## src/rtl/ibex_dummy_instr_reseed_pkg.sv

```systemverilog
// Shared types and widths for the dummy-instruction reseed controller.
package ibex_dummy_instr_reseed_pkg;

    localparam int unsigned DummyReseedIntervalW = 8;
    localparam int unsigned DummyReseedTimeoutW  = 10;
    localparam int unsigned DummyReseedSeedW     = 32;

    typedef enum logic [1:0] {
        StIdle = 2'd0,
        StReq  = 2'd1,
        StSeed = 2'd2
    } dummy_reseed_state_e;

endpackage

```

## src/rtl/ibex_dummy_instr_reseed.sv

```systemverilog
// Reseed controller for the dummy-instruction LFSR: counts accepted insertions, fetches fresh
// entropy over a req/ack handshake after a programmed interval or a software request, and
// strobes the new seed into the generator for one cycle.
// Optional build macro: IBEX_DUMMY_RESEED_TIMEOUT_EN adds an entropy-wait timeout with a sticky
// error flag; without it the request waits indefinitely and the error output is tied low.
module ibex_dummy_instr_reseed
    import ibex_dummy_instr_reseed_pkg::*;
#(
    parameter int unsigned IntervalW = DummyReseedIntervalW,
    parameter int unsigned TimeoutW  = DummyReseedTimeoutW,
    parameter int unsigned SeedW     = DummyReseedSeedW
) (
    input  logic                 clk_i,
    input  logic                 rst_i,
    input  logic                 dummy_instr_en_i,
    input  logic [IntervalW-1:0] reseed_interval_i,
    input  logic                 sw_reseed_req_i,
    input  logic                 insert_dummy_instr_i,
    input  logic                 id_in_ready_i,
    output logic                 entropy_req_o,
    input  logic                 entropy_ack_i,
    input  logic [SeedW-1:0]     entropy_data_i,
    output logic                 seed_en_o,
    output logic [SeedW-1:0]     seed_o,
    output logic                 reseed_busy_o,
    output logic                 reseed_err_o
);

    dummy_reseed_state_e  state_q, state_d;
    logic [IntervalW-1:0] count_q, count_d, count_inc;
    logic                 pending_q, pending_d;
    logic [SeedW-1:0]     seed_q, seed_d;
    logic                 insert_accept;
    logic                 trigger;
    logic                 ack_taken;
    logic                 timeout_expire;

    assign insert_accept = insert_dummy_instr_i & id_in_ready_i & dummy_instr_en_i &
                           (state_q == StIdle);

    // Count including this cycle's insertion so the request follows the Nth insertion directly.
    assign count_inc = (insert_accept && (count_q != '1)) ? count_q + 1'b1 : count_q;

    // >= rather than == so lowering the interval below the current count still fires.
    assign trigger = (state_q == StIdle) &
                     (((reseed_interval_i != '0) & (count_inc >= reseed_interval_i)) |
                      sw_reseed_req_i | pending_q);

    assign ack_taken = (state_q == StReq) & entropy_ack_i;

`ifdef IBEX_DUMMY_RESEED_TIMEOUT_EN
    localparam logic [TimeoutW-1:0] TmoLast = {{(TimeoutW-1){1'b1}}, 1'b0};

    logic [TimeoutW-1:0] tmo_q, tmo_d;
    logic                err_q, err_d;

    // Expire when this ack-less REQ cycle would bring the counter to all-ones; ack wins a tie.
    assign timeout_expire = (state_q == StReq) & ~entropy_ack_i & (tmo_q == TmoLast);

    // Timeout counter and sticky error next-state.
    always_comb begin
        tmo_d = tmo_q;
        err_d = err_q;
        if (trigger) begin
            tmo_d = '0;
        end else if ((state_q == StReq) && !entropy_ack_i) begin
            tmo_d = tmo_q + 1'b1;
        end
        if (timeout_expire) begin
            err_d = 1'b1;
        end else if (state_q == StSeed) begin
            err_d = 1'b0;
        end
    end

    // Timeout and error registers.
    always_ff @(posedge clk_i or posedge rst_i) begin
        if (rst_i) begin
            tmo_q <= '0;
            err_q <= 1'b0;
        end else begin
            tmo_q <= tmo_d;
            err_q <= err_d;
        end
    end

    assign reseed_err_o = err_q;
`else
    logic [TimeoutW-1:0] unused_timeout_w;

    assign unused_timeout_w = '0;
    assign timeout_expire   = 1'b0;
    assign reseed_err_o     = 1'b0;
`endif

    // FSM state register.
    always_ff @(posedge clk_i or posedge rst_i) begin
        if (rst_i) begin
            state_q <= StIdle;
        end else begin
            state_q <= state_d;
        end
    end

    // FSM next-state logic.
    always_comb begin
        state_d = state_q;
        unique case (state_q)
            StIdle: begin
                if (trigger) begin
                    state_d = StReq;
                end
            end
            StReq: begin
                if (entropy_ack_i) begin
                    state_d = StSeed;
                end else if (timeout_expire) begin
                    state_d = StIdle;
                end
            end
            StSeed:  state_d = StIdle;
            default: state_d = StIdle;
        endcase
    end

    // FSM outputs, decoded from the registered state only.
    always_comb begin
        entropy_req_o = 1'b0;
        seed_en_o     = 1'b0;
        reseed_busy_o = 1'b1;
        unique case (state_q)
            StIdle:  reseed_busy_o = 1'b0;
            StReq:   entropy_req_o = 1'b1;
            StSeed:  seed_en_o     = 1'b1;
            default: reseed_busy_o = 1'b0;
        endcase
    end

    // Insertion counter, pending software request and seed capture next-state.
    always_comb begin
        count_d   = count_inc;
        pending_d = pending_q;
        seed_d    = seed_q;
        if (ack_taken || timeout_expire) begin
            count_d = '0;
        end
        // A single request is remembered while busy; extra pulses collapse into it.
        if ((state_q != StIdle) && sw_reseed_req_i) begin
            pending_d = 1'b1;
        end
        if (trigger) begin
            pending_d = 1'b0;
        end
        if (ack_taken) begin
            seed_d = entropy_data_i;
        end
    end

    // Counter, pending flag and seed registers.
    always_ff @(posedge clk_i or posedge rst_i) begin
        if (rst_i) begin
            count_q   <= '0;
            pending_q <= 1'b0;
            seed_q    <= '0;
        end else begin
            count_q   <= count_d;
            pending_q <= pending_d;
            seed_q    <= seed_d;
        end
    end

    assign seed_o = seed_q;

endmodule

```

## config.mk

```make
export PLATFORM = sky130hd
export DESIGN_NAME = ibex_dummy_instr_reseed
export DESIGN_NICKNAME = d
export VERILOG_FILES = /design/src/rtl/ibex_dummy_instr_reseed_pkg.sv /design/src/rtl/ibex_dummy_instr_reseed.sv
export SDC_FILE = /design/constraint.sdc
export NUM_CORES = 1
export LEC_CHECK = 0
export BUFFER_PORTS_ARGS = -buffer_cell sky130_fd_sc_hd__buf_2
export CAP_MARGIN = 20
export CORE_ASPECT_RATIO = 0.9
export CORE_MARGIN = 2
export CORE_UTILIZATION = 40
export DETAILED_ROUTE_END_ITERATION = 8
export PLACE_DENSITY = 0.73
export SLEW_MARGIN = 20
export SYNTH_ARGS = -nofsm -noshare
export SYNTH_HDL_FRONTEND = slang
export SYNTH_SLANG_ARGS = --single-unit
```

## constraint.sdc

```tcl
create_clock -name clk_i -period 3.1 [get_ports clk_i]
set_clock_uncertainty 0.1 [all_clocks]
set_input_delay 0.465 -clock clk_i [delete_from_list [all_inputs] [get_ports clk_i]]
set_output_delay 0.465 -clock clk_i [all_outputs]
set_load 0.01 [all_outputs]
```

### Word level (Yosys, flattened, before mapping)

Index checks and enable logic that the tools add are counted.

| cells by class | value |
|---|---|
| add/sub/neg operators | 1 |
| magnitude comparators | 1 |
| equal/unequal tests | 5 |
| muxes and demuxes | 10 |
| bitwise operators | 8 |
| reductions and logical operators | 8 |

Operators by type and width:

| kind | number |
|---|---|
| 8-bit two-way mux | 2 |
| 8-bit by 1-bit adder with 8-bit output, second input constant | 1 |
| 8-bit greater-or-equal comparator | 1 |
| 8-bit inequality test, second input constant | 1 |
| 8-bit nonzero test | 1 |
| 1-bit AND | 6 |
| 1-bit two-way mux | 5 |
| 2-bit two-way mux | 2 |
| 2-bit inequality test, second input constant | 2 |
| 2-bit one-hot mux with 2 select lines | 1 |
| 2-bit nonzero test | 2 |
| 2-bit by 1-bit == test with 1-bit output, second input constant | 1 |
| 2-bit == test, second input constant | 1 |
| 1-bit logical AND | 2 |
| 2-bit logical NOT | 1 |
| 1-bit OR | 2 |
| 2-bit AND reduction | 1 |
| 2-bit OR reduction | 1 |

| word-level totals | value |
|---|---|
| register bits after elaboration | 43 |
| input bits | 47 |

### Logic depth before layout (Yosys ltp)

Gate-level depths: netlist of run 1.

| logic depth | value |
|---|---|
| word-level depth | 12 |
| gate-level depth with buffers | 12 |
| mapped depth without buffers | 12 |

### Worst setup path after synthesis of run 1

No wires, ideal clock.

| timing path | value |
|---|---|
| path type | register -> register |
| start | reg state_q[0] |
| end | reg state_q[1] |
| setup time | 0.123 ns |
| data arrival time | 2.603 ns |
| required time | 2.877 ns |
| slack | 0.274 ns |
| cell stages (with the launch flop) | 12 |
| buffers on the path | 0 |
| cells stage by stage | dfrtp_1 > inv_1 > ha_1 > and4_1 > o21ai_2 > mux2_2 > ha_1 > o211ai_1 > a21oi_1 > o21a_1 > or3b_1 > o221a_1 |

| on the way | value |
|---|---|
| word-level cells in the longest chain between the ends | 11 |
| elaborated cells on any way between the ends | 14 |

Ends and longest elaborated chain:

| what | line | RTL |
|---|---|---|
| from (decl) | ibex_dummy_instr_reseed.sv:29 | `dummy_reseed_state_e state_q, state_d;` |
| from (signal assigned) | ibex_dummy_instr_reseed.sv:99 | `state_q <= StIdle;` |
| from (signal assigned) | ibex_dummy_instr_reseed.sv:101 | `state_q <= state_d;` |
| 2-bit logical NOT | ibex_dummy_instr_reseed.sv:39, ibex_dummy_instr_reseed.sv:45, ibex_dummy_instr_reseed.sv:108 |  |
| 1-bit AND | ibex_dummy_instr_reseed.sv:38 | `assign insert_accept = insert_dummy_instr_i & id_in_ready_i & dummy_instr_en_i &` |
| 1-bit logical AND | ibex_dummy_instr_reseed.sv:42 | `assign count_inc = (insert_accept && (count_q != '1)) ? count_q + 1'b1 : count_q;` |
| 8-bit two-way mux | ibex_dummy_instr_reseed.sv:42 |  |
| 8-bit greater-or-equal comparator | ibex_dummy_instr_reseed.sv:46 | `(((reseed_interval_i != '0) & (count_inc >= reseed_interval_i)) \|` |
| 1-bit AND | ibex_dummy_instr_reseed.sv:46 |  |
| 1-bit OR | ibex_dummy_instr_reseed.sv:46 |  |
| 1-bit OR | ibex_dummy_instr_reseed.sv:47 | `sw_reseed_req_i \| pending_q);` |
| 1-bit AND | ibex_dummy_instr_reseed.sv:45 | `assign trigger = (state_q == StIdle) &` |
| 2-bit inequality test (no source line) | n/a |  |
| 2-bit AND reduction (no source line) | n/a |  |

Parallel ways exist; a longest one is shown, timed or not.
A chain may end at the register's enable or synchronous reset.

### Worst setup path after layout of run 1

| timing path | value |
|---|---|
| start | reg state_q[1] |
| end | reg state_q[1] |

Same word-level chain as after synthesis.

==> qor.txt, run 1 <==
N_diodes: 0
CP max FO: 8
Largest net degree at the start of global routing: 40
Antenna violations before repair: 0
Top-count cell post-synth: nand2_1
Async SR Flop Fraction: 100%
DR vias/cell: 4.60
Status: finished, final reports clean
Gr ovfl total: 0
WP data arrival: 3050 ps
CTS tree: done
Multi-input logic area: 916 um2
Yosys top cell area share: 52.5%
Overall power: 2160 uW
PwrDens: 806 nW/um2
R2R cell count: 12
Synthesized instance count: 234
P_leak: 0.00156 uW
Required time of the critical path: 3180 ps
GRT Resource Usage Total: 16.4%
Final setup vio count: 0
Post-synth top area cell: dfrtp_1
R2r startpoint: state_q[1]$_DFFE_PP0P_
Yosys cell types: 27
Storage element area: 1080 um2
Synth Area per Inst: 8.76 um2
Area of the die: 5720 um2
Final Max Slew Viols: 0
Synth top area cells: dfrtp_1, nand2_1, ha_1
Fin nets: 380
Final setup margin: 133 ps
Sequential area share after synthesis: 52.5%
WL/cell: 11.8 um
Die width: 79.5 um
Root buffer cell: clkbuf_8
Die Ht: 71.9 um
Max H-tree Level: 2
Worst skew pair latency: 290 ps
Routed wire length: 4540 um
Row count: 24
Utilization after layout: 54.7%
Launch point of the worst path: state_q[1]$_DFFE_PP0P_
Max_slew headroom: 38.9%
Starting Density: 41.9%
Ys Warns: 0
Post-route ant nets: 0
Cts hold-fix bufs: 0
Routability-driven placement congestion ratio: 0.802
IO buf count: 81
RR Endpoint: state_q[1]$_DFFE_PP0P_
Crit Path Class: flip-flop to flip-flop
Drt pass-1 iters: 4
Hpwl dp: 3210 um
FILL cells: 443
Clock slew seen by the registers of the worst setup and hold paths: 80 ps
First-pass GRT wire length: 7350 um
Total CTS buffers: 5
DRC errors left: 0
Syn Nets: 294
Clock sinks: 43
Place WS: 52.3 ps
Area grow syn2layout: 30.5%
Clock buffer depth: 2
Hold Fails Final Rpt: 0
Worst-margin pin slew: 912 ps
Layout cells sized above 1: 32.7%
Maximum VDD drop: 0.387 mV
Main synth FF type: dfrtp_1
Via count: 1776
Reg2Reg Setup Slack: 130 ps
Vias in the first global route: 1659
Crit path launch type: flip-flop
Post-synth EDFFs: 0
Area of the core: 4890 um2
Maxcap violations: 0
Hold crit path type: input port to asynchronous set/reset pin
CP endpoint: state_q[1]$_DFFE_PP0P_
Io pins: 83
DRT iter0 DRCs: 73
Max Freq: 0.337 GHz
Mapped Area: 2050 um2
Period utilization: 95.7%
Crit path capture type: flip-flop
Post-synth top cells: nand2_1, dfrtp_1, ha_1, inv_1
Fin Hold WS: 146 ps
Seq cells post-synth: 43
Final min period: 2970 ps
cells in the final DEF (no fill, tap or decap):
cell / n
nand2_1: 105
buf_2: 81
dfrtp_1: 43
ha_1: 11
inv_1: 9
and2_1: 8
xor2_1: 7
clkbuf_8: 7
buf_4: 7
nor2_1: 6
nand3_1: 4
nor3_1: 4
a21oi_1: 3
nor2_2: 2
inv_2: 2
o211ai_1: 2
nor4_1: 2
o21ai_0: 2
ha_2: 2
nand4_1: 1
and4_4: 1
o21ai_4: 1
mux2_4: 1
clkinv_1: 1
a211oi_2: 1
o21a_1: 1
or3b_1: 1
a211oi_1: 1
o22ai_1: 1
o221ai_1: 1
o221a_1: 1
conb_1: 1
clkbuf_1: 1
state kept, by name, indices dropped and copies added (netlist names):
signal and count:
seed_o 32, state_q 2, count_q 8, pending_q 1
through the flow:
stage                     instance area (um2)  cells  TNS (ps)
final                                    2680    386         0
after detailed placement                 2520    374         0
after global routing                     2680    386     -15.9
after floorplan                          2050    234         0
after global placement                   2520    374         0
after CTS                                2620    382         0
routing by layer:
metal  track usage, %  vias to the layer above  part of all wire (%)
li1                 -                      907                     -
met1             21.1                      791                    47
met2             26.1                       71                    43
met3             6.09                        7                   8.8
met4             4.60                        0                   1.1
met5                0                        -                     0
report_power, final:
part | switching, uW | total, uW | internal (uW)
clock network | 187 | 390 | 203
logic | 501 | 865 | 364
registers | 118 | 901 | 784
timing repair:
action,in CTS,in global routing
setup buffers,0,4
gates resized for setup,0,9
setup endpoints to repair,0,2
worst min-delay path by stage:
stage               cells past startpoint                      to
floorplan                               2   pending_q$_DFFE_PP0P_
global placement                        2   seed_o[6]$_DFFE_PP0P_
detailed placement                      2   seed_o[3]$_DFFE_PP0P_
CTS                                     2  seed_o[24]$_DFFE_PP0P_
global route                            2    count_q[4]$_DFF_PP0_
finish                                  2  seed_o[24]$_DFFE_PP0P_
area by class of cell:
| type | instances | area share [%] |
|---|---|---|
| Sequential cell | 43 | 40.2 |
| Multi-Input combinational cell | 170 | 34.2 |
| Timing Repair Buffer | 88 | 17.1 |
| Clock buffer | 8 | 3.74 |
| Tap cell | 65 | 3.04 |
| Inverter | 12 | 1.68 |
cell families (layout without fill, tap and decap cells):
kind of cell / count (synthesis) / count (layout) / share of synthesized area, %
AND/OR/NAND/NOR: 134 / 134 / 26.8
flip-flops: 43 / 43 / 52.5
buffers and inverters: 21 / 108 / 4.03
AO/OA/AOI/OAI: 14 / 14 / 5.00
adder cells (fa/ha/maj): 13 / 13 / 7.93
XOR/XNOR: 7 / 7 / 2.99
other: 1 / 1 / 0.183
multiplexers: 1 / 1 / 0.549
critical path, stage by stage, from the launching register on:
cell	delay, ps
dfrtp_1	410
inv_2	100
ha_2	210
and4_4	250
o21ai_4	100
nor3_1	190
xor2_1	210
ha_1	270
o211ai_1	170
nor2_1	60
o21a_1	120
or3b_1	400
o221a_1	250
(Power assumes the default switching activity.)
==> run 2, diff against run 1 <==
--- a/config.mk
+++ b/config.mk
@@ -8,7 +8,7 @@
 export BUFFER_PORTS_ARGS = -buffer_cell sky130_fd_sc_hd__buf_2
 export CAP_MARGIN = 20
 export CORE_ASPECT_RATIO = 0.9
-export CORE_MARGIN = 2
+export CORE_MARGIN = 3
 export CORE_UTILIZATION = 40
 export DETAILED_ROUTE_END_ITERATION = 8
 export PLACE_DENSITY = 0.73
==> run 2 against run 1 <==
Net effect: worst hold slack got worse by 49 ps; final cell count increased by 0.52%; global-route usage decreased by 0.59 points; via count increased by 2.6%; routed wire length increased by 3.1%; fmax decreased by 0.73%; combinational power increased by 4.0%; design area increased by 0.65%; core utilization increased by 0.36 points.
==> qor.txt, run 2 (synthesized netlist as in run 1, its figures left out) <==
Worst-margin pin slew: 609 ps
Crit path launch type: flip-flop
Routed wire length: 4680 um
Final min period: 2990 ps
Die Ht: 73.9 um
PwrDens: 787 nW/um2
Max reg flops: 32
Routability-driven placement congestion ratio: 0.745
Post-route ant nets: 0
Overall power: 2120 uW
Clock slew seen by the registers of the worst setup and hold paths: 70 ps
Io pins: 83
Finished Layout Cells: 388
Vias in the first global route: 1722
Total CTS buffers: 5
Worst skew pair latency: 280 ps
Final Max Slew Viols: 0
DRT iter0 DRCs: 84
Fin nets: 384
Clock sinks: 43
Place WS: 75.6 ps
Gr ovfl total: 0
Cts hold-fix bufs: 0
R2R cell count: 12
GRT Resource Usage Total: 15.8%
Maximum VDD drop: 0.345 mV
CP max FO: 8
Required time of the critical path: 3170 ps
IO buf count: 81
Via count: 1822
Max Freq: 0.335 GHz
WP depth: 12
P_leak: 0.00156 uW
Buffer and inverter count on the worst path: 1
Starting Density: 41.9%
Final setup margin: 111 ps
Root buffer cell: clkbuf_8
Die width: 81.5 um
WP data arrival: 3060 ps
Layout cells sized above 1: 33.1%
N_diodes: 0
Fin Hold WS: 97.2 ps
Inst Count DP: 374
Area of the core: 4890 um2
Largest net degree at the start of global routing: 32
Maxcap violations: 0
Status: finished, final reports clean
Area grow syn2layout: 31.4%
Worst path top cell family by delay: simple AND/OR/NAND/NOR gates
CTS tree: done
DRC errors left: 0
Hpwl dp: 3380 um
Hold crit path type: input port to asynchronous set/reset pin
DR vias/cell: 4.70
WL/cell: 12.1 um
Crit Path Class: flip-flop to flip-flop
Utilization after layout: 55.0%
Commonest non-fill, non-tap cell in the layout: nand2_1
Clock buffer depth: 2
Final setup vio count: 0
Cell breakdown of the critical path: inv_2 -> ha_4 -> and4_4 -> o21ai_4 -> nor2_2 -> xor2_1 -> ha_1 -> a211oi_2 -> nand2_1 -> o21a_1 -> or3b_1 -> o221a_1
Row count: 24
Area of the die: 6020 um2
Crit-path max cell delay: 400 ps
Max H-tree Level: 2
Most frequent cells in the layout: nand2_1, buf_2, dfrtp_1
Antenna violations before repair: 0
Max_slew headroom: 59.3%
Hold Fails Final Rpt: 0
Slowest CP cell: dfrtp_1
Drt pass-1 iters: 4
Crit path capture type: flip-flop
Period utilization: 96.4%
First-pass GRT wire length: 7490 um
run 2: area by class of cell:
cell class / instances / area (um2)
Clock buffer: 6 / 72.6
Tap cell: 65 / 81.3
Fill cell: 464 / 2200
Sequential cell: 43 / 1080
Multi-Input combinational cell: 170 / 930
Inverter: 12 / 46.3
Timing Repair Buffer: 92 / 488
run 2: timing repair:
action                     CTS  global route
gates resized for setup      0             9
setup endpoints to repair    0             2
hold endpoints to repair     0             0
setup buffers                0             8
run 2: worst paths after layout:
path / from / to / slack [ps]
min in group clk_i: entropy_data_i[28] / seed_o[28]$_DFFE_PP0P_ / 270
setup / recovery: state_q[1]$_DFFE_PP0P_ / state_q[1]$_DFFE_PP0P_ / 110
setup reg to reg: state_q[1]$_DFFE_PP0P_ / state_q[1]$_DFFE_PP0P_ / 110
hold / removal: rst_i / seed_o[20]$_DFFE_PP0P_ / 100
hold reg to reg: seed_o[25]$_DFFE_PP0P_ / seed_o[25]$_DFFE_PP0P_ / 370
max in group asynchronous: rst_i / seed_o[18]$_DFFE_PP0P_ / 2250
run 2: metal layers:
layer	GRT usage, %	share of wire [%]	wire [um]
met1	21.2	46	2130
met2	26.3	47	2180
met3	3.55	7.5	352
met4	3.38	0.30	14
met5	0	0	0
run 2: through the flow:
stage	cell area (um2)	setup TNS (ps)
floorplan	2050	0
global placement	2520	0
detailed placement	2520	0
CTS	2600	0
global route	2690	-40.6
finish	2690	0
run 2: where the power goes:
| group | total (uW) | internal, uW | switching, uW |
|---|---|---|---|
| registers | 906 | 784 | 122 |
| clock network | 315 | 150 | 165 |
| logic | 900 | 388 | 511 |
| total | 2120 | 1320 | 798 |
